<file path="src/rtl/fifo_burst_writer.sv">
`default_nettype none
// ============================================================================
//  Module      : fifo_burst_writer
//  Description : Generates a burst of len bytes into a write-side FIFO.
//                The data source is a constant, an increment, an LFSR or an
//                external stream. Optional idle gap cycles follow each beat.
//  Revision    : 1.0 - initial release
// ============================================================================
module fifo_burst_writer #(
    parameter int unsigned GAP = 0
) (
    input  logic       clkw,
    input  logic       rst,
    input  logic       start,
    input  logic [8:0] len,
    input  logic [1:0] mode,
    input  logic [7:0] seed,
    input  logic       abort,
    input  logic [7:0] din,
    input  logic       din_valid,
    output logic       din_ready,
    input  logic       f,
    output logic       WREQ,
    output logic [7:0] WD,
    output logic       busy,
    output logic       done,
    output logic [8:0] count
);

    localparam logic [3:0] c_GAP_LOAD  = 4'(GAP);
    localparam logic [1:0] c_MODE_CONST = 2'b00;
    localparam logic [1:0] c_MODE_INC   = 2'b01;
    localparam logic [1:0] c_MODE_LFSR  = 2'b10;
    localparam logic [1:0] c_MODE_EXT   = 2'b11;

    typedef enum logic [1:0] {
        S_IDLE  = 2'd0,
        S_WRITE = 2'd1,
        S_GAP   = 2'd2,
        S_DONE  = 2'd3
    } state_t;

    state_t     state_q, state_d;
    logic [8:0] len_q, len_d;
    logic [8:0] count_q, count_d;
    logic [1:0] mode_q, mode_d;
    logic [7:0] wd_q, wd_d;
    logic       hold_valid_q, hold_valid_d;
    logic [3:0] gap_cnt_q, gap_cnt_d;

    logic       w_beat;
    logic [7:0] w_wd_next;

    // Write strobe and handshake outputs are decoded directly from state
    assign WREQ      = (state_q == S_WRITE) && hold_valid_q && !f;
    assign din_ready = (state_q == S_WRITE) && !hold_valid_q;
    assign busy      = (state_q == S_WRITE) || (state_q == S_GAP);
    assign done      = (state_q == S_DONE);
    assign WD        = wd_q;
    assign count     = count_q;
    assign w_beat    = WREQ;

    // Data value that follows the current one after an accepted beat
    always_comb begin
        w_wd_next = wd_q;
        case (mode_q)
            c_MODE_CONST: w_wd_next = wd_q;
            c_MODE_INC:   w_wd_next = wd_q + 8'd1;
            c_MODE_LFSR:  w_wd_next = {wd_q[6:0], wd_q[7] ^ wd_q[5] ^ wd_q[4] ^ wd_q[3]};
            default:      w_wd_next = wd_q;
        endcase
    end

    // Next-state logic for the burst controller and its datapath registers
    always_comb begin
        state_d      = state_q;
        len_d        = len_q;
        count_d      = count_q;
        mode_d       = mode_q;
        wd_d         = wd_q;
        hold_valid_d = hold_valid_q;
        gap_cnt_d    = gap_cnt_q;
        case (state_q)
            S_IDLE: begin
                if (start) begin
                    count_d = 9'd0;
                    if (len != 9'd0) begin
                        len_d   = len;
                        mode_d  = mode;
                        state_d = S_WRITE;
                        if (mode == c_MODE_EXT) begin
                            hold_valid_d = 1'b0;
                        end else begin
                            hold_valid_d = 1'b1;
                            // An all-zero LFSR would lock up, so it starts at 1
                            wd_d = ((mode == c_MODE_LFSR) && (seed == 8'h00)) ? 8'h01 : seed;
                        end
                    end else begin
                        state_d = S_DONE;
                    end
                end
            end
            S_WRITE: begin
                if (abort) begin
                    state_d      = S_IDLE;
                    hold_valid_d = 1'b0;
                end else if (w_beat) begin
                    count_d = count_q + 9'd1;
                    if (mode_q == c_MODE_EXT) begin
                        hold_valid_d = 1'b0;
                    end else begin
                        wd_d = w_wd_next;
                    end
                    if ((count_q + 9'd1) == len_q) begin
                        state_d      = S_DONE;
                        hold_valid_d = 1'b0;
                    end else if (c_GAP_LOAD != 4'd0) begin
                        state_d   = S_GAP;
                        gap_cnt_d = c_GAP_LOAD;
                    end
                end else if (din_valid && din_ready) begin
                    wd_d         = din;
                    hold_valid_d = 1'b1;
                end
            end
            S_GAP: begin
                if (abort) begin
                    state_d      = S_IDLE;
                    hold_valid_d = 1'b0;
                    gap_cnt_d    = 4'd0;
                end else if (gap_cnt_q <= 4'd1) begin
                    gap_cnt_d = 4'd0;
                    state_d   = S_WRITE;
                end else begin
                    gap_cnt_d = gap_cnt_q - 4'd1;
                end
            end
            default: begin
                state_d = S_IDLE;
            end
        endcase
    end

    // State and datapath registers with asynchronous active-low clear
    always_ff @(posedge clkw or negedge rst) begin
        if (!rst) begin
            state_q      <= S_IDLE;
            len_q        <= 9'd0;
            count_q      <= 9'd0;
            mode_q       <= 2'b00;
            wd_q         <= 8'h00;
            hold_valid_q <= 1'b0;
            gap_cnt_q    <= 4'd0;
        end else begin
            state_q      <= state_d;
            len_q        <= len_d;
            count_q      <= count_d;
            mode_q       <= mode_d;
            wd_q         <= wd_d;
            hold_valid_q <= hold_valid_d;
            gap_cnt_q    <= gap_cnt_d;
        end
    end

endmodule
`default_nettype wire

</file>
<file path="config.mk">
export PLATFORM = sky130hd
export DESIGN_NAME = fifo_burst_writer
export DESIGN_NICKNAME = d
export VERILOG_FILES = /design/src/rtl/fifo_burst_writer.sv
export SDC_FILE = /design/constraint.sdc
export NUM_CORES = 1
export LEC_CHECK = 0
export BUFFER_PORTS_ARGS = -buffer_cell sky130_fd_sc_hd__buf_4
export CORE_ASPECT_RATIO = 0.6
export CORE_MARGIN = 10
export CORE_UTILIZATION = 48
export CTS_CLUSTER_DIAMETER = 50
export DETAILED_ROUTE_END_ITERATION = 10
export GPL_TIMING_DRIVEN = 0
export PLACE_DENSITY = 0.72
export REMOVE_ABC_BUFFERS = 1
export SETUP_SLACK_MARGIN = 0.1
export SYNTH_ARGS = -nofsm -noshare
export SYNTH_HDL_FRONTEND = slang
export SYNTH_SLANG_ARGS = --single-unit
</file>
<file path="constraint.sdc">
create_clock -name clkw -period 2.4 [get_ports clkw]
set_input_delay 0.12 -clock clkw [delete_from_list [all_inputs] [get_ports clkw]]
set_output_delay 0.12 -clock clkw [all_outputs]
set_load 0.005 [all_outputs]
</file>
## Word level (Yosys, flattened, before mapping)

Cells that the tools add are included.

| word-level totals | value |
|---|---|
| output and inout port bits | 21 |
| bits in registers | 35 |

| cells by class | value |
|---|---|
| equal/unequal tests | 23 |
| reductions and logical operators | 18 |
| add/subtract/negate cells | 3 |
| bitwise logic cells | 3 |
| muxes and demuxes | 34 |
| magnitude comparators | 1 |

Operators with widths:

| cell | count |
|---|---|
| $mux 8 | 8 |
| $pmux 8 s2 | 2 |
| $mux 9 | 3 |
| $pmux 9 s2 | 1 |
| $mux 2 | 7 |
| $eq 2x2->1 const B | 6 |
| $ne 2x2->1 const B | 6 |
| $add 9x1->9 const B | 1 |
| $eq 9x9->1 | 1 |
| $mux 1 | 9 |
| $ne 3x2->1 const B | 3 |
| $reduce_bool 9->1 | 1 |
| $add 8x1->8 const B | 1 |
| $logic_not 8->1 | 1 |
| $mux 4 | 2 |
| $reduce_and 4->1 | 2 |
| $reduce_and 8->1 | 1 |
| $ne 3x3->1 const B | 2 |
| $pmux 2 s3 | 1 |
| $reduce_and 6->1 | 1 |
| $logic_and 1x1->1 | 5 |
| $ne 5x3->1 const B | 1 |
| $eq 2x1->1 const B | 2 |
| $le 4x1->1 const B | 1 |
| 11 further kinds | 14 |

## Logic depth before layout (Yosys ltp)

Gate-level depths: netlist (run 1).

| logic depth | value |
|---|---|
| depth after elaboration | 8 |
| gate-level depth with buffers | 9 |

## Least setup slack after synthesis (run 1)

Ideal clock, no wire load.

| timing path | value |
|---|---|
| kind | register to register |
| from | register count_q[0] (netlist: count[0]) |
| to | register state_q[1] |
| period minus slack after synthesis | 2.073 ns |
| path buffers | 0 |
| stages on the path, launching flop included | 8 |
| required time | 2.275 ns |
| arrival | 1.948 ns |
| path slack | 0.327 ns |
| path through | dfrtp_1 > ha_1 > and3_1 > a31oi_1 > o2111ai_1 > nor4_2 > o21a_2 > mux2_4 |

| between the ends | value |
|---|---|
| cells in the longest elaborated chain, start to end | 4 |

RTL lines:

| item | RTL line | RTL |
|---|---|---|
| start, declared | 45 | `logic [8:0] count_q, count_d;` |
| start signal, assigned | 157 | `count_q <= count_d;` |
| $add 9x1->9 | 114 | `if ((count_q + 9'd1) == len_q) begin` |
| $eq 9x9->1 | 114 |  |
| $ne 3x2->1 (no line) | - |  |
| $reduce_and 4->1 (no line) | - |  |
| end signal, assigned | 155 | `state_q <= state_d;` |
| end, declared | 43 | `state_t state_q, state_d;` |

No other way between the ends.
A chain may end at the register's enable or synchronous reset.

## Worst setup path in the final report (run 1)

Ends and elaborated chain as after synthesis.

==> flow_metrics.py, run 1 <==
metrics = {
    "outcome": {
        "outcome": "completed",
    },
    "finish": {
        "antenna_cells": 0,
        "finish.net_count": 359,
        "final_area_sq_mm": 0.00301,
        "drive_gt1_share_pct": 28.5,
        "multi_input_area_sq_mm": 0.00144,
        "nFillCells": 404,
        "ff_latch_area_sq_um": 876,
        "syn_to_final_growth_pct": 25.3,
    },
    "floorplan": {
        "start_util_pct": 51.1,
        "fp.dieH_microns": 74.8,
        "dieArea_sq_mm": 0.00834,
        "core_sq_mm": 0.00471,
        "die_w_microns": 111,
        "ios": 54,
        "num_rows": 19,
    },
    "critical_path": {
        "rr_endpoint": "state_q[1]$_DFFE_PN0P_",
        "crit_path_start_kind": "flip-flop",
        "rr_worst_depth": 7,
        "crit_start": "count[0]$_DFFE_PN0P_",
        "path_class": "flip-flop to flip-flop",
        "cpLargestDelayFamily": "compound AO/OA/AOI/OAI gates",
        "critPathCaptureType": "flip-flop",
        "reg2reg_slack_ns": 0.15,
        "cpPeakStageDelay_ns": 0.46,
        "worstPathCellList": "ha_2, and3_1, a31oi_1, o2111ai_1, nor4_2, o21a_2, mux2_4",
        "slowest_stage": "dfrtp_1",
        "reg2reg_from": "count[0]$_DFFE_PN0P_",
        "crit_buf_inv": 0,
        "cp_num_cells": 7,
        "crit_end": "state_q[1]$_DFFE_PN0P_",
        "worstPathArrival_ns": 2.43,
        "cp_max_fo": 8,
        "required_ns": 2.58,
    },
    "yosys": {
        "synth_area_sq_mm": 0.00241,
        "yosys_register_bits": 35,
        "seq_area_frac_synth_pct": 36.4,
        "yosysWarnings": 0,
        "synth_cell_types": 55,
        "synth_ff_type": "dfrtp_1",
        "async_flop_share_pct": 100,
        "syn_inst": 265,
        "synth_edf_count": 0,
        "avgSynthCellArea_sq_um": 9.08,
    },
    "placement": {
        "place_area_sq_mm": 0.00282,
        "dp_hpwl_microns": 4980,
        "io_buffers": 53,
        "place_congestion": 0.849,
    },
    "global_routing": {
        "grt_pass1_wl_microns": 10400,
        "grt_util_all_layers_pct": 15.2,
        "grt_pass1_vias": 2000,
        "grt_max_degree": 36,
        "antenna_found_initial": 0,
        "grt_overflow": 0,
    },
    "drt": {
        "drt_wl_total_microns": 6550,
        "wl_per_cell_microns": 17.1,
        "first_pass_iters": 4,
        "num_vias": 2123,
        "dr.first_iter.drc_count": 144,
        "ant_nets": 0,
        "via_per_inst": 5.56,
        "drc_errors": 0,
    },
    "worst_hold_path": {
        "hold_path.startpoint": "len[0]",
        "min_path_type": "input pin to flip-flop",
    },
    "power": {
        "ir_worst_vdd_mv": 0.824,
        "seq_power_share_pct": 30.6,
        "internal_power_uw": 2160,
        "switchingPower_uw": 1470,
        "combPwrFrac_pct": 51.6,
        "pwr-share-clk_pct": 17.8,
        "switching_share_pct": 40.5,
        "leakage_uw": 0.00133,
        "power_density_mw_per_mm2": 1200,
    },
    "clocking": {
        "cts_buffers": 5,
        "cts_buffer_depth": 2,
        "clk_pin_slew_worst_paths_ns": 0.08,
        "cts_sinks": 35,
        "cts_tree": "yes",
        "cts_root_buffer": "clkbuf_8",
        "clkLatencyLatePin_ns": 0.29,
        "cts_max_level": 2,
    },
    "sta": {
        "slew_violations": 0,
        "tns_ns": 0,
        "final_hold_viol_count": 0,
        "skew_ns": 0.00768,
        "period_share_pct": 93.8,
        "tightest_slew_ns": 0.576,
        "rsz0062_at_grt": "yes",
        "max_clock_freq_mhz": 444,
        "setup_viol": 0,
        "fin_crit_ns": 2.25,
        "slew_headroom_pct": 61.3,
    },
    "job": {
        "drv_cap": 0,
    },
}
## power groups by stage
stage / sequential [uW] / combinational [uW] / clock, uW
after floorplan: 1040 / 1270 / 0
final: 1110 / 1870 / 646
after detailed placement: 1100 / 1760 / 0
after global routing: 1150 / 2070 / 685
after global placement: 1090 / 1750 / 0
after CTS: 1100 / 1840 / 652
## cell families (layout without fill, tap and decap cells)
| logic type | Yosys count | in the layout | share of synthesized area (%) |
|---|---|---|---|
| and+or+nand+nor | 85 | 85 | 18.0 |
| DFF | 35 | 35 | 36.4 |
| adders and majority gates | 8 | 8 | 4.16 |
| xor gates and xnor gates | 17 | 17 | 6.50 |
| AOI/OAI and AO/OA | 78 | 78 | 21.5 |
| buffers and inverters | 23 | 77 | 4.52 |
| muxes | 19 | 19 | 8.89 |
## layout by cell type, fill, tap and decap left out, types with 4 or more instances in the layout
cell type | synthesis | routed
nand2b_1 | 5 | 5
buf_4 | 3 | 57
a211oi_1 | 5 | 5
nand3_1 | 4 | 4
mux2_2 | 15 | 15
xnor2_1 | 9 | 9
o21ai_0 | 19 | 19
clkbuf_8 | 0 | 5
xor2_1 | 7 | 7
nor2_1 | 24 | 24
dfrtp_1 | 35 | 35
nor2b_1 | 5 | 5
nand2_1 | 20 | 20
o211ai_1 | 4 | 4
inv_1 | 11 | 11
nor3_1 | 7 | 7
nand4_1 | 4 | 4
a21oi_1 | 19 | 19
ha_1 | 8 | 6
nor3b_1 | 4 | 4
a31oi_1 | 6 | 6
## metal layers
metal  part of all wire (%)  global-route usage, %
met1                     50                   22.1
met2                     42                   21.2
met3                    8.2                   4.92
met4                   0.47                   3.26
met5                      0                      0
## final cells by class
class,instances,area share (%)
Sequential cell,35,29.1
Multi-Input combinational cell,207,47.9
Inverter,11,1.37
Clock buffer,5,2.28
Clock inverter,3,2.24
Timing Repair Buffer,58,14.5
Tap cell,63,2.62
## worst register-to-register path, stage by stage (launching register included)
cell	delay (ns)
dfrtp_1	0.46
ha_2	0.27
and3_1	0.23
a31oi_1	0.20
o2111ai_1	0.20
nor4_2	0.27
o21a_2	0.22
mux2_4	0.30
## synth_stat cells, types with 5 or more instances
cell type,n,share of area (%)
a31oi_1,6,1.6
dfrtp_1,35,36
xnor2_1,9,3.3
nand2b_1,5,1.3
ha_1,8,4.2
nor2_1,24,3.7
a211oi_1,5,1.6
nand2_1,20,3.1
o21ai_0,19,4.0
a21oi_1,19,4.0
nor2b_1,5,1.3
xor2_1,7,2.5
nor3_1,7,1.5
mux2_2,15,7.0
inv_1,11,1.7
## flip-flops by register name, summed over array words and instances (netlist names)
signal / flops
mode_q: 2
gap_cnt_q: 4
state_q: 2
WD: 8
len_q: 9
count: 9
hold_valid_q: 1
## how the worst min path moves through the flow
stage / slack (ns) / to / cells past startpoint
after global placement: 0.10 / gap_cnt_q[2]$_DFFE_PN0N_ / 1
after global routing: 0.07 / len_q[3]$_DFFE_PN0P_ / 2
final: 0.06 / len_q[0]$_DFFE_PN0P_ / 2
after floorplan: -0.18 / WD[0]$_DFFE_PN0P_ / 0
after detailed placement: 0.10 / gap_cnt_q[2]$_DFFE_PN0N_ / 1
after CTS: 0.06 / len_q[0]$_DFFE_PN0P_ / 2
## stage by stage
step	setup slack [ns]	hold slack (ns)	utilization [%]	power [uW]	std cells
after floorplan	0.247	-0.176	-	2300	253
after global placement	-0.208	0.101	59.8	2840	369
after detailed placement	-0.238	0.101	59.8	2870	369
after CTS	0.112	0.0625	63.6	3590	382
after global routing	0.0382	0.0657	64.0	3910	382
final	0.149	0.0641	64.0	3630	382
## repair_timing
action | CTS | global route
pin swaps | 1 | 0
buffers inserted | 4 | 0
endpoints found under the setup margin | 11 | 9
hold buffers | 1 | 0
hold endpoints to repair | 35 | 0
gates resized for setup | 1 | 3
Note: power is estimated with default switching activity, not from simulation.
==> run 2: changes to the inputs <==
CELL_PAD_IN_SITES_DETAIL_PLACEMENT = 1   (was not set)
CELL_PAD_IN_SITES_GLOBAL_PLACEMENT = 1   (was not set)
CORE_UTILIZATION = 41   (was 48)
PLACE_DENSITY = not set   (was 0.72)
PLACE_DENSITY_LB_ADDON = 0.1   (was not set)
==> run 2 against run 1 <==
Global-route usage rose by 0.49 points. Register-to-register slack improved by 0.02 ns. Routed wire length increased by 15%. Power is 1.7% lower. Count of clock-buffer cells in the layout rose by 1. Sequential share of layout area down 0.37 points. Fmax grew 1.0%. Die area grew 13%. Hold slack improved by 0.0078 ns. Combinational power rose by 7%. Flip-flop and latch count unchanged.
==> flow_metrics.py, run 2 (synthesis results as in run 1) <==
metrics = {
    "outcome": {
        "outcome": "completed",
    },
    "floorplan": {
        "core_sq_mm": 0.00562,
        "ios": 54,
        "dieArea_sq_mm": 0.00943,
        "fp.dieH_microns": 79.3,
        "num_rows": 21,
        "start_util_pct": 42.8,
        "die_w_microns": 119,
    },
    "sta": {
        "max_clock_freq_mhz": 449,
        "tightest_slew_ns": 0.662,
        "slew_headroom_pct": 55.6,
        "slew_violations": 0,
        "rsz0062_at_grt": "no",
        "period_share_pct": 92.8,
        "skew_ns": 0.00501,
        "setup_viol": 0,
        "fin_crit_ns": 2.23,
        "tns_ns": 0,
        "final_hold_viol_count": 0,
    },
    "clocking": {
        "cts_tree": "yes",
        "cts_buffer_depth": 2,
        "cts_max_level": 2,
        "cts_root_buffer": "clkbuf_8",
        "cts_sinks": 35,
        "cts_buffers": 5,
        "clkLatencyLatePin_ns": 0.29,
        "clk_pin_slew_worst_paths_ns": 0.07,
    },
    "job": {
        "drv_cap": 0,
    },
    "drt": {
        "dr.first_iter.drc_count": 134,
        "drt_wl_total_microns": 7540,
        "wl_per_cell_microns": 18.7,
        "drc_errors": 0,
        "via_per_inst": 5.55,
        "num_vias": 2232,
        "met2_length_microns": 3080,
        "ant_nets": 0,
        "top_layer": "met4",
        "first_pass_iters": 4,
        "wl_met1_microns": 3980,
        "wl_met3_microns": 450,
    },
    "critical_path": {
        "slowest_stage": "dfrtp_2",
        "cp_max_fo": 8,
        "cpLargestDelayFamily": "compound AO/OA/AOI/OAI gates",
        "path_class": "flip-flop to flip-flop",
        "required_ns": 2.57,
        "reg2reg_slack_ns": 0.17,
        "crit_buf_inv": 0,
        "cpPeakStageDelay_ns": 0.46,
        "worstPathArrival_ns": 2.40,
        "critPathCaptureType": "flip-flop",
        "worstPathCellList": "ha_4, and3_1, a31oi_2, o2111ai_2, nor4_4, o21a_2, mux2_4",
        "crit_path_start_kind": "flip-flop",
    },
    "finish": {
        "finish.net_count": 363,
        "layout.cells.non_filler": 402,
        "syn_to_final_growth_pct": 27.2,
        "multi_input_area_sq_mm": 0.00148,
        "final_common_cell": "buf_4",
        "ff_latch_area_sq_um": 878,
        "nFillCells": 689,
        "final_util_pct": 54.5,
        "antenna_cells": 0,
        "drive_gt1_share_pct": 31.4,
        "final_cell_mix": "buf_4 (61), dfrtp_1 (33), nor2_1 (24)",
    },
    "placement": {
        "dp_hpwl_microns": 5790,
        "place_congestion": 0.842,
        "io_buffers": 53,
        "placedCellCount": 386,
    },
    "global_routing": {
        "grt_overflow": 0,
        "grt_pass1_vias": 2221,
        "antenna_found_initial": 0,
        "grt_max_degree": 36,
        "grt_pass1_wl_microns": 12100,
        "grt_util_all_layers_pct": 15.7,
    },
    "worst_hold_path": {
        "min_path_type": "input pin to flip-flop",
    },
    "power": {
        "power_density_mw_per_mm2": 1170,
        "leakage_uw": 0.00133,
        "ir_worst_vdd_mv": 0.432,
    },
}
## run 2: what timing repair did
| action | in CTS | in global routing |
|---|---|---|
| hold endpoints to repair | 35 | 0 |
| setup endpoints to repair | 20 | 16 |
| hold buffers | 1 | 0 |
| resized for setup | 5 | 9 |
| buffers inserted | 3 | 5 |
| pin swaps | 2 | 2 |
## run 2: per-layer routing
layer  track usage [%]  vias up
met2              21.5       46
met1              23.6     1106
met5                 0        -
met3              4.66        5
met4              2.55        0
li1                  -     1075
## run 2: worst reg2reg max path, stage by stage (launching register included)
cell       delay [ns]
dfrtp_2          0.46
ha_4             0.20
and3_1           0.23
a31oi_2          0.25
o2111ai_2        0.20
nor4_4           0.28
o21a_2           0.20
mux2_4           0.29
## run 2: per-stage QoR
stage | hold slack [ns] | worst slack (ns) | area [sq um] | power, uW
6_report | 0.0719 | 0.172 | 3060 | 3570
5_1_grt | 0.0715 | 0.114 | 3060 | 3860
4_1_cts | 0.0683 | 0.109 | 2980 | 3460
3_5_place_dp | 0.109 | -0.378 | 2840 | 2950
3_3_place_gp | 0.108 | -0.350 | 2840 | 2880
2_1_floorplan | -0.176 | 0.247 | 2340 | 2300
## run 2: cell type report
type,instances,share of cell area (%)
Tap cell,80,3.27
Timing Repair Buffer,62,15.3
Inverter,11,1.47
Clock inverter,1,0.163
Sequential cell,35,28.7
Clock buffer,6,2.70
Multi-Input combinational cell,207,48.4
## run 2: worst paths after layout
kind,from,end,cells after the start
max,count[0]$_DFFE_PN0P_,state_q[1]$_DFFE_PN0P_,7
min,len[3],len_q[3]$_DFFE_PN0P_,2
max reg2reg,count[0]$_DFFE_PN0P_,state_q[1]$_DFFE_PN0P_,7
min reg2reg,gap_cnt_q[3]$_DFFE_PN0N_,gap_cnt_q[3]$_DFFE_PN0N_,1
max in group asynchronous,rst,count[1]$_DFFE_PN0P_,2
min in group asynchronous,rst,count[7]$_DFFE_PN0P_,2
## run 2: power by group
part	switching (uW)	leakage, uW	total [uW]	internal, uW
Clock	216	0.0000470	441	225
Combinational	1040	0.000848	2010	973
Sequential	297	0.000433	1120	819
Total	1550	0.00133	3570	2020
